==> config.mk <==
export PLATFORM = sky130hd
export DESIGN_NAME = mem_bus_responder_flat
export DESIGN_NICKNAME = d
export VERILOG_FILES = /design/src/rtl/mem_bus_responder_if.sv /design/src/rtl/mem_bus_responder.sv /design/src/flat_wrapper.sv
export SDC_FILE = /design/constraint.sdc
export NUM_CORES = 1
export LEC_CHECK = 0
export CORE_ASPECT_RATIO = 0.6
export CORE_MARGIN = 10
export CORE_UTILIZATION = 55
export CTS_BUF_LIST = sky130_fd_sc_hd__clkbuf_16
export DETAILED_ROUTE_END_ITERATION = 16
export PLACE_DENSITY_LB_ADDON = 0.2
export SETUP_SLACK_MARGIN = 0.2
export SLEW_MARGIN = 30
export SYNTH_ARGS = -nofsm -noshare
export SYNTH_HDL_FRONTEND = slang
export SYNTH_SLANG_ARGS = --single-unit
==> constraint.sdc <==
create_clock -name clk -period 2.6 [get_ports clk]
set_input_delay 0.26 -clock clk [delete_from_list [all_inputs] [get_ports clk]]
set_output_delay 0.26 -clock clk [all_outputs]
set_load 0.02 [all_outputs]
==> src/rtl/mem_bus_responder_if.sv <==
// CPU <-> memory responder bus: address, rd/wr strobes, write data, and registered read return.
// master = CPU side driving strobes; slave = responder driving data_out/data_oe/busy/wr_err.
interface mem_bus_responder_if #(
    parameter int ADDR_W = 5,
    parameter int DATA_W = 8
);
    logic [ADDR_W-1:0] addr;
    logic              rd;
    logic              wr;
    logic [DATA_W-1:0] data_in;
    logic [DATA_W-1:0] data_out;
    logic              data_oe;
    logic              busy;
    logic              wr_err;

    modport master (
        output addr, rd, wr, data_in,
        input  data_out, data_oe, busy, wr_err
    );

    modport slave (
        input  addr, rd, wr, data_in,
        output data_out, data_oe, busy, wr_err
    );
endinterface

==> src/rtl/mem_bus_responder.sv <==
// Memory-side responder for CPU rd/wr strobes: 2**ADDR_W x DATA_W RAM behind a one-entry posted write buffer.
// Latency: accepted read to data_oe = READ_LAT cycles; wr strobe to RAM update = 2 edges.
// Backpressure: none, strobes are never stalled and busy is informational. MEM_WPROT_EN write-protects addr < ROM_TOP.
module mem_bus_responder #(
    parameter int ADDR_W   = 5,
    parameter int DATA_W   = 8,
    parameter int READ_LAT = 1,
    parameter int ROM_TOP  = 8
) (
    input  logic               clk,
    input  logic               rst_n,
    mem_bus_responder_if.slave bus
);
    localparam int DEPTH = 1 << ADDR_W;
    localparam logic [2:0] LAT_M1 = 3'(READ_LAT - 1);

    if (READ_LAT < 1 || READ_LAT > 7) begin : g_lat_chk
        $error("mem_bus_responder: READ_LAT must be 1..7");
    end
    if (ROM_TOP < 0 || ROM_TOP > DEPTH) begin : g_rom_chk
        $error("mem_bus_responder: ROM_TOP must be 0..2**ADDR_W");
    end

    typedef enum logic [1:0] {IDLE, RD_LAT, RD_DRV, WR_COMMIT} state_t;

    // With a single-cycle latency the count phase is skipped entirely.
    localparam state_t RD_FIRST = (READ_LAT == 1) ? RD_DRV : RD_LAT;

    state_t            state_q, state_d;
    logic [ADDR_W-1:0] rd_addr_q, rd_addr_d;
    logic [2:0]        cnt_q, cnt_d;
    logic              buf_vld_q, buf_vld_d;
    logic [ADDR_W-1:0] buf_addr_q, buf_addr_d;
    logic [DATA_W-1:0] buf_dat_q, buf_dat_d;
    logic              mem_we;
    logic              drive;
    logic              busy_d;
    logic              wr_prot;
    logic [DATA_W-1:0] rd_word;
    logic [DATA_W-1:0] data_out_q;
    logic              data_oe_q;
    logic              busy_q;

    logic [DATA_W-1:0] mem [DEPTH];

`ifdef MEM_WPROT_EN
    localparam logic [ADDR_W:0] ROM_LIMIT = (ADDR_W+1)'(ROM_TOP);
    assign wr_prot = ({1'b0, bus.addr} < ROM_LIMIT);
`else
    assign wr_prot = 1'b0;
`endif

    // A pending buffered write shadows the RAM word it targets.
    assign rd_word = (buf_vld_q && (buf_addr_q == rd_addr_q)) ? buf_dat_q : mem[rd_addr_q];

    always_comb begin
        state_d    = state_q;
        rd_addr_d  = rd_addr_q;
        cnt_d      = cnt_q;
        buf_vld_d  = buf_vld_q;
        buf_addr_d = buf_addr_q;
        buf_dat_d  = buf_dat_q;
        mem_we     = 1'b0;
        drive      = 1'b0;
        case (state_q)
            IDLE: begin
                if (bus.wr) begin
                    state_d = WR_COMMIT;
                    if (!wr_prot) begin
                        buf_vld_d  = 1'b1;
                        buf_addr_d = bus.addr;
                        buf_dat_d  = bus.data_in;
                    end
                end else if (bus.rd) begin
                    rd_addr_d = bus.addr;
                    cnt_d     = LAT_M1;
                    state_d   = RD_FIRST;
                end
            end
            RD_LAT: begin
                if (!bus.rd) begin
                    state_d = IDLE;
                end else begin
                    cnt_d = cnt_q - 3'd1;
                    if (cnt_q == 3'd1) state_d = RD_DRV;
                end
            end
            RD_DRV: begin
                if (!bus.rd) begin
                    state_d = IDLE;
                end else if (bus.addr != rd_addr_q) begin
                    rd_addr_d = bus.addr;
                    cnt_d     = LAT_M1;
                    state_d   = RD_FIRST;
                end else begin
                    drive = 1'b1;
                end
            end
            WR_COMMIT: begin
                mem_we    = buf_vld_q;
                buf_vld_d = 1'b0;
                state_d   = IDLE;
            end
            default: state_d = IDLE;
        endcase
        busy_d = (state_d == RD_LAT) || (state_d == WR_COMMIT);
    end

    always_ff @(posedge clk or negedge rst_n) begin
        if (!rst_n) begin
            state_q    <= IDLE;
            rd_addr_q  <= '0;
            cnt_q      <= '0;
            buf_vld_q  <= 1'b0;
            buf_addr_q <= '0;
            buf_dat_q  <= '0;
            data_out_q <= '0;
            data_oe_q  <= 1'b0;
            busy_q     <= 1'b0;
        end else begin
            state_q    <= state_d;
            rd_addr_q  <= rd_addr_d;
            cnt_q      <= cnt_d;
            buf_vld_q  <= buf_vld_d;
            buf_addr_q <= buf_addr_d;
            buf_dat_q  <= buf_dat_d;
            data_oe_q  <= drive;
            data_out_q <= drive ? rd_word : '0;
            busy_q     <= busy_d;
        end
    end

    // RAM contents survive reset.
    always_ff @(posedge clk) begin
        if (mem_we) mem[buf_addr_q] <= buf_dat_q;
    end

`ifdef MEM_WPROT_EN
    logic wr_err_q;
    always_ff @(posedge clk or negedge rst_n) begin
        if (!rst_n)                                      wr_err_q <= 1'b0;
        else if (state_q == IDLE && bus.wr && wr_prot)  wr_err_q <= 1'b1;
    end
    assign bus.wr_err = wr_err_q;
`else
    assign bus.wr_err = 1'b0;
`endif

    assign bus.data_out = data_out_q;
    assign bus.data_oe  = data_oe_q;
    assign bus.busy     = busy_q;
endmodule

==> src/flat_wrapper.sv <==
// flat-port wrapper written by rule: the top's interface ports become plain ports
module mem_bus_responder_flat 
#(
    parameter int ADDR_W   = 5,
    parameter int DATA_W   = 8,
    parameter int READ_LAT = 1,
    parameter int ROM_TOP  = 8
)
  (clk, rst_n, bus_addr, bus_rd, bus_wr, bus_data_in, bus_data_out, bus_data_oe, bus_busy, bus_wr_err);
  mem_bus_responder_if #(.ADDR_W(ADDR_W), .DATA_W(DATA_W)) bus_i ();
  input  logic clk;
  input  logic rst_n;
  input wire logic [$bits(bus_i.addr)-1:0] bus_addr;
  input wire logic [$bits(bus_i.rd)-1:0] bus_rd;
  input wire logic [$bits(bus_i.wr)-1:0] bus_wr;
  input wire logic [$bits(bus_i.data_in)-1:0] bus_data_in;
  output wire logic [$bits(bus_i.data_out)-1:0] bus_data_out;
  output wire logic [$bits(bus_i.data_oe)-1:0] bus_data_oe;
  output wire logic [$bits(bus_i.busy)-1:0] bus_busy;
  output wire logic [$bits(bus_i.wr_err)-1:0] bus_wr_err;
  assign bus_i.addr = bus_addr;
  assign bus_i.rd = bus_rd;
  assign bus_i.wr = bus_wr;
  assign bus_i.data_in = bus_data_in;
  assign bus_data_out = bus_i.data_out;
  assign bus_data_oe = bus_i.data_oe;
  assign bus_busy = bus_i.busy;
  assign bus_wr_err = bus_i.wr_err;
  mem_bus_responder #(.ADDR_W(ADDR_W), .DATA_W(DATA_W), .READ_LAT(READ_LAT), .ROM_TOP(ROM_TOP)) u_core (.clk(clk), .rst_n(rst_n), .bus(bus_i));
endmodule
# Yosys cells after proc, flatten, opt, wreduce, memory -nomap -nowiden
# Memories as Yosys holds them, arrays and structs flattened.
# Cells that the tools add are included.
# Widths: inputs -> output; s select.
dict set report op_classes {
  n_addsub 1
  eq_ne 14
  n_mux 28
  reduce_logical 10
}
# operator count
set ops {}
lappend ops {{$mux 5} 4}
lappend ops {{$mux 8} 2}
lappend ops {{$mux 3} 5}
lappend ops {{$mux 2} 6}
lappend ops {{$ne 2x2->1 const B} 5}
lappend ops {{$pmux 5 s2} 1}
lappend ops {{$pmux 3 s3} 1}
lappend ops {{$pmux 2 s4} 1}
lappend ops {{$mux 1} 7}
lappend ops {{$eq 2x2->1 const B} 3}
lappend ops {{$reduce_and 6->1} 1}
lappend ops {{$eq 5x5->1} 1}
lappend ops {{$ne 5x5->1} 1}
lappend ops {{$reduce_and 5->1} 1}
lappend ops {{$eq 2x1->1 const B} 2}
lappend ops {{$reduce_and 2->1} 2}
lappend ops {{$reduce_bool 2->1} 2}
lappend ops {{$eq 3x1->1 const B} 1}
lappend ops {{$reduce_bool 3->1} 1}
lappend ops {{$sub 3x1->3 const B} 1}
lappend ops {{$logic_not 2->1} 1}
lappend ops {{$ne 2x1->1 const B} 1}
lappend ops {{$pmux 1 s2} 1}
lappend ops {{$logic_and 1x1->1} 1}
lappend ops {{$logic_or 1x1->1} 1}
dict set report totals {
  register_bits 34
  mem_bits_rw 256
  memories 1
}
# name words word_bits read_ports rd_ports_with_merged_regs wr line
set memory_table {}
lappend memory_table {u_core.mem 32 8 1 0 1 mem_bus_responder.sv:44} ;# logic [DATA_W-1:0] mem [DEPTH];

# Logic depth before layout (Yosys ltp)
dict set report logic_depth {
  ltp_word 6
  depth_mapped 8
  depth_no_buf 5
}

# Worst setup path after synthesis
# Ideal clock, no wire load.
dict set report synth_timing {
  path_type {flip-flop to flip-flop}
  start {register u_core.state_q[0]}
  end {memory u_core.mem[0][0], enable pin}
  setup_time_ps 370
  arrival_ps 1474
  required_time_ps 2230
  setup_slack_ps 756
  stages_incl_launch_ff 6
  path_buffers 2
  cell_sequence {dfrtp_1 > buf_2 > nand3_1 > or3_1 > clkbuf_1 > nor2_1}
}
dict set report synth_between {
  elab_chain_len 4
}
# item line
set synth_rtl {}
lappend synth_rtl {{start, declared} mem_bus_responder.sv:29} ;# state_t state_q, state_d;
lappend synth_rtl {{start signal, assigned} mem_bus_responder.sv:121} ;# state_q <= state_d;
lappend synth_rtl {{$eq 2x2->1} mem_bus_responder.sv:65} ;# case (state_q)
lappend synth_rtl {{$mux 1} mem_bus_responder.sv:65}
lappend synth_rtl {{$mux 1} mem_bus_responder.sv:135} ;# if (mem_we) mem[buf_addr_q] <= buf_dat_q;
lappend synth_rtl {{$mux 1 (implied by the code)} mem_bus_responder.sv:135}
lappend synth_rtl {{end, declared} mem_bus_responder.sv:44}
# No other way between the ends.

# Final worst setup path
dict set report layout_timing {
  start {register u_core.rd_addr_q[2]}
  end {register u_core.data_out_q[6] (netlist: u_core.bus.data_out[6])}
}
dict set report layout_between {
  elab_chain_len 5
}
# item line
set layout_rtl {}
lappend layout_rtl {{start, declared} mem_bus_responder.sv:30} ;# logic [ADDR_W-1:0] rd_addr_q, rd_addr_d;
lappend layout_rtl {{start signal, assigned} mem_bus_responder.sv:122} ;# rd_addr_q <= rd_addr_d;
lappend layout_rtl {{$ne 5x5->1} mem_bus_responder.sv:91} ;# end else if (bus.addr != rd_addr_q) begin
lappend layout_rtl {{$mux 1} mem_bus_responder.sv:91}
lappend layout_rtl {{$mux 1} mem_bus_responder.sv:89} ;# if (!bus.rd) begin
lappend layout_rtl {{$mux 1} mem_bus_responder.sv:65}
lappend layout_rtl {{via u_core.drive} mem_bus_responder.sv:36} ;# logic drive;
lappend layout_rtl {{$mux 8} mem_bus_responder.sv:128} ;# data_out_q <= drive ? rd_word : '0;
lappend layout_rtl {{end signal, assigned} mem_bus_responder.sv:128}
lappend layout_rtl {{end, declared} mem_bus_responder.sv:40} ;# logic [DATA_W-1:0] data_out_q;
# The timed path passes the listed nets, and every way through them passes these cells.
# A chain may end at the register's enable or synchronous reset.

==> impl_metrics.prom <==
# TYPE chip_impl_metric gauge
chip_impl_metric{name="postRouteAntennaNets",unit=""} 0
chip_impl_info{name="ys_top_cells_by_area",value="edfxtp_1 (66%), dfrtp_1 (7.3%), mux2i_1 (5.7%)"} 1
chip_impl_metric{name="grt_pass1_wl",unit="um"} 39120
chip_impl_info{name="grt_setup_unrepaired",value="false"} 1
chip_impl_metric{name="cap_violations",unit=""} 0
chip_impl_metric{name="io_pins",unit=""} 28
chip_impl_metric{name="first_iter_violations",unit=""} 495
chip_impl_metric{name="critPathArrivalTime",unit="ps"} 2630
chip_impl_info{name="synth-main-ff-cell",value="edfxtp_1"} 1
chip_impl_metric{name="htreeDepth",unit=""} 1
chip_impl_metric{name="clockPowerShare",unit="%"} 28.2
chip_impl_metric{name="rows",unit=""} 41
chip_impl_metric{name="cts.reportedPaths.clkPinSlew",unit="ps"} 70
chip_impl_metric{name="net_count_reported_at_finish",unit=""} 737
chip_impl_metric{name="ys_async_sr_fraction",unit="%"} 11.72
chip_impl_metric{name="clock_latency",unit="ps"} 520
chip_impl_metric{name="yosysSeqAreaShare",unit="%"} 73.09
chip_impl_metric{name="coreArea",unit="um2"} 20930
chip_impl_metric{name="worstPathRequired",unit="ps"} 3020
chip_impl_metric{name="io_buf_count",unit=""} 26
chip_impl_metric{name="globalRouteOverflowTotal",unit=""} 0
chip_impl_metric{name="power.switching_fraction",unit="%"} 28.91
chip_impl_metric{name="ff2ff_path_depth",unit=""} 5
chip_impl_metric{name="floorplan_die_height",unit="um"} 132.9
chip_impl_metric{name="tritoncts_num_sinks",unit=""} 290
chip_impl_metric{name="routed_via_density",unit=""} 6.025
chip_impl_metric{name="finalInstanceArea",unit="um2"} 13280
chip_impl_metric{name="layout-drive-gt1-share",unit="%"} 20.38
chip_impl_info{name="layout_commonest_cell",value="edfxtp_1"} 1
chip_impl_metric{name="combPwrFrac",unit="%"} 21.4
chip_impl_metric{name="die_width",unit="um"} 208.2
chip_impl_metric{name="fin_crit_sh",unit="%"} 84.70
chip_impl_metric{name="number_of_instances_in_the_synthesized_netlist",unit=""} 640
chip_impl_info{name="crit_type",value="reg2reg"} 1
chip_impl_metric{name="drcViolationCount",unit=""} 0
chip_impl_metric{name="synth_enable_flop_cells",unit=""} 256
chip_impl_metric{name="synthesis.yosys.warnings",unit=""} 0
chip_impl_metric{name="max_freq",unit="MHz"} 454.1
chip_impl_metric{name="layout-area-overhead-vs-synth",unit="%"} 13.70
chip_impl_metric{name="distinct_cell_type_count_after_synthesis",unit=""} 47
chip_impl_metric{name="critical_path.max_fanout",unit=""} 22
chip_impl_info{name="outcome",value="finished, final reports clean"} 1
chip_impl_metric{name="synth.net_count",unit=""} 659
chip_impl_metric{name="avgRoutedWirePerCell",unit="um"} 25.27
chip_impl_metric{name="cts_buffers",unit=""} 25
chip_impl_metric{name="grt_antenna_before_repair",unit=""} 1
chip_impl_metric{name="antennaDiodeCount",unit=""} 0
chip_impl_metric{name="power.switching",unit="W"} 0.003573
chip_impl_metric{name="grt_pass1_vias",unit=""} 6144
chip_impl_info{name="layout_common_cells",value="edfxtp_1 (256), mux2i_1 (66), buf_4 (61)"} 1
chip_impl_metric{name="pwr_density_cell",unit="nW/um2"} 930.5
chip_impl_metric{name="synth_top_area_share",unit="%"} 65.80
chip_impl_metric{name="avgSynthCellArea",unit="um2"} 18.25
chip_impl_metric{name="post_dp_hpwl",unit="um"} 17030
chip_impl_metric{name="hold_violations",unit=""} 0
chip_impl_metric{name="maximum_number_of_pins_on_one_net_before_global_route_repair",unit=""} 50
chip_impl_metric{name="place_area",unit="um2"} 12430
chip_impl_info{name="element_type_at_the_critical_path_start",value="flip-flop"} 1
chip_impl_metric{name="relSlewSlack",unit="%"} 38.66
chip_impl_metric{name="grtUsageTotal",unit="%"} 18.40
chip_impl_metric{name="floorplan.initialDensity",unit="%"} 55.82
chip_impl_metric{name="drt_pass1_iterations",unit=""} 5
chip_impl_info{name="synth_top_cell_by_area",value="edfxtp_1"} 1
chip_impl_metric{name="ffs_latches_synth",unit=""} 290
chip_impl_metric{name="pwr-share-seq",unit="%"} 50.4
chip_impl_metric{name="ir_worst_vdd",unit="mV"} 0.5179
chip_impl_metric{name="static-leakage-power",unit="nW"} 4.609
chip_impl_metric{name="netlist_area",unit="um2"} 11680
chip_impl_info{name="cts_tree",value="built"} 1
chip_impl_metric{name="setup-tns-final",unit="ps"} 0
chip_impl_metric{name="postRouteWirelength",unit="um"} 25650
chip_impl_metric{name="num_vias",unit=""} 6115
chip_impl_metric{name="timing.clock.skew",unit="ps"} 18.40
chip_impl_metric{name="internal_power_component",unit="W"} 0.008787
chip_impl_metric{name="slew_at_the_pin_with_the_worst_max_slew_slack",unit="ps"} 920.1
chip_impl_metric{name="timing.final.max_slew_violations",unit=""} 0
chip_impl_info{name="cp-end-kind",value="flip-flop"} 1
chip_impl_metric{name="clock_path_buffers",unit=""} 3
chip_impl_metric{name="dieArea",unit="um2"} 27660
chip_impl_info{name="cts_root_buffer",value="clkbuf_16"} 1
chip_impl_metric{name="tmin_final",unit="ps"} 2202
chip_impl_info{name="type_of_the_worst_min_delay_path",value="in2async"} 1
chip_impl_metric{name="finalWeightedCongestion",unit=""} 0.8599
chip_impl_metric{name="report.final.setup_viol",unit=""} 0
==> per-stage QoR <==
step | total power, W | setup WS [ps] | hold slack, ps | cells | utilization, %
2_1_floorplan | 0.007929 | 756.1 | -35.59 | 640 | -
3_3_place_gp | 0.008739 | 281.4 | 485.8 | 963 | 59.40
3_5_place_dp | 0.008851 | 181.4 | 496.3 | 963 | 59.40
4_1_cts | 0.01231 | 273.6 | 164.2 | 1008 | 63.02
5_1_grt | 0.01287 | 278.9 | 191.9 | 1015 | 63.46
6_report | 0.01236 | 397.8 | 165.0 | 1015 | 63.46
==> per-layer routing <==
layer	wire length, um	global-route usage, %	share of wire (%)	vias to the layer above
li1	-	-	-	2703
met1	11300	26.54	44	3146
met2	11490	27.40	45	229
met3	2282	4.512	8.9	37
met4	575	4.770	2.2	0
met5	0	0	0	-
==> path summary, 6_finish.rpt <==
kind | to | slack, ps | from
max in group asynchronous | u_core.rd_addr_q[0]$_DFFE_PN0P_ | 2070 | rst_n
hold / removal | u_core.buf_dat_q[7]$_DFFE_PN0P_ | 160 | rst_n
setup reg to reg | u_core.bus.data_out[6]$_DFF_PN0_ | 400 | u_core.rd_addr_q[2]$_DFFE_PN0P_
setup / recovery | u_core.bus.data_out[6]$_DFF_PN0_ | 400 | u_core.rd_addr_q[2]$_DFFE_PN0P_
min in group clk | u_core.buf_dat_q[7]$_DFFE_PN0P_ | 360 | bus_data_in[7]
hold reg to reg | u_core.buf_dat_q[5]$_DFFE_PN0P_ | 510 | u_core.buf_dat_q[5]$_DFFE_PN0P_
==> registers in the layout, indices dropped and copies added (netlist names), 2 cells and up <==
signal               flops
u_core.cnt_q             3
u_core.rd_addr_q         5
u_core.bus.data_out      8
u_core.buf_addr_q        5
u_core.state_q           2
u_core.buf_dat_q         8
u_core.mem             256
==> power groups by stage <==
stage	Clock, W	Combinational (W)	Sequential [W]
final	0.00349	0.00265	0.00622
after global routing	0.00376	0.00284	0.00626
after CTS	0.00354	0.00252	0.00625
after detailed placement	0	0.00250	0.00635
after global placement	0	0.00242	0.00632
after floorplan	0	0.00183	0.00610
==> repair_timing <==
action,4_1_cts,5_1_grt
gates resized for setup,1,1
hold buffers,0,0
gates cloned,0,0
endpoints found under the setup margin,1,1
buffers inserted,0,7
==> cell type report <==
cell class / instances / area [um2]
multi-input cells: 304 / 2793
clock buffers: 25 / 625.6
clock inverters: 20 / 132.6
inverters: 5 / 18.77
well taps: 279 / 349.1
fillers: 1460 / 7647
flip-flops and latches: 290 / 8546
repair buffers: 92 / 818.3
==> logic make-up (layout without fill, tap and decap cells) <==
group	Yosys count	after routing	share of synthesized area, %
compound gates	80	80	4.841
xor+xnor	10	10	0.7497
fa+ha+maj	2	2	0.2142
buf+inv	46	142	3.009
flops	290	290	73.09
mux	116	116	13.88
other cells	1	1	0.03210
simple gates	95	95	4.188
==> Yosys cell counts, types with 2 or more instances <==
cell / count
nor2b_1: 6
buf_12: 4
or3_1: 2
dfrtp_1: 34
a31oi_1: 9
o211ai_1: 10
mux4_1: 10
and2_1: 2
buf_1: 6
o21ai_1: 4
nand2b_1: 3
inv_1: 5
or3b_2: 2
buf_4: 6
xor2_1: 4
xnor2_1: 6
buf_6: 6
mux4_2: 22
buf_8: 3
a22oi_1: 34
buf_2: 10
nand3_1: 11
and3_1: 9
nand3b_1: 4
ha_1: 2
nor2_1: 42
edfxtp_1: 256
clkbuf_1: 6
nand2_1: 7
mux2_2: 18
a221oi_1: 5
o22ai_1: 2
mux2i_1: 66
o21ai_0: 11
==> worst max-delay path, cell delays in order, from the launching register on <==
cell     delay [ps]
dfrtp_2         710
xnor2_1         180
nand4_1         200
nor3_2          570
o21ai_0         230
a31oi_1         210
Power figures use the tool's default switching activity.
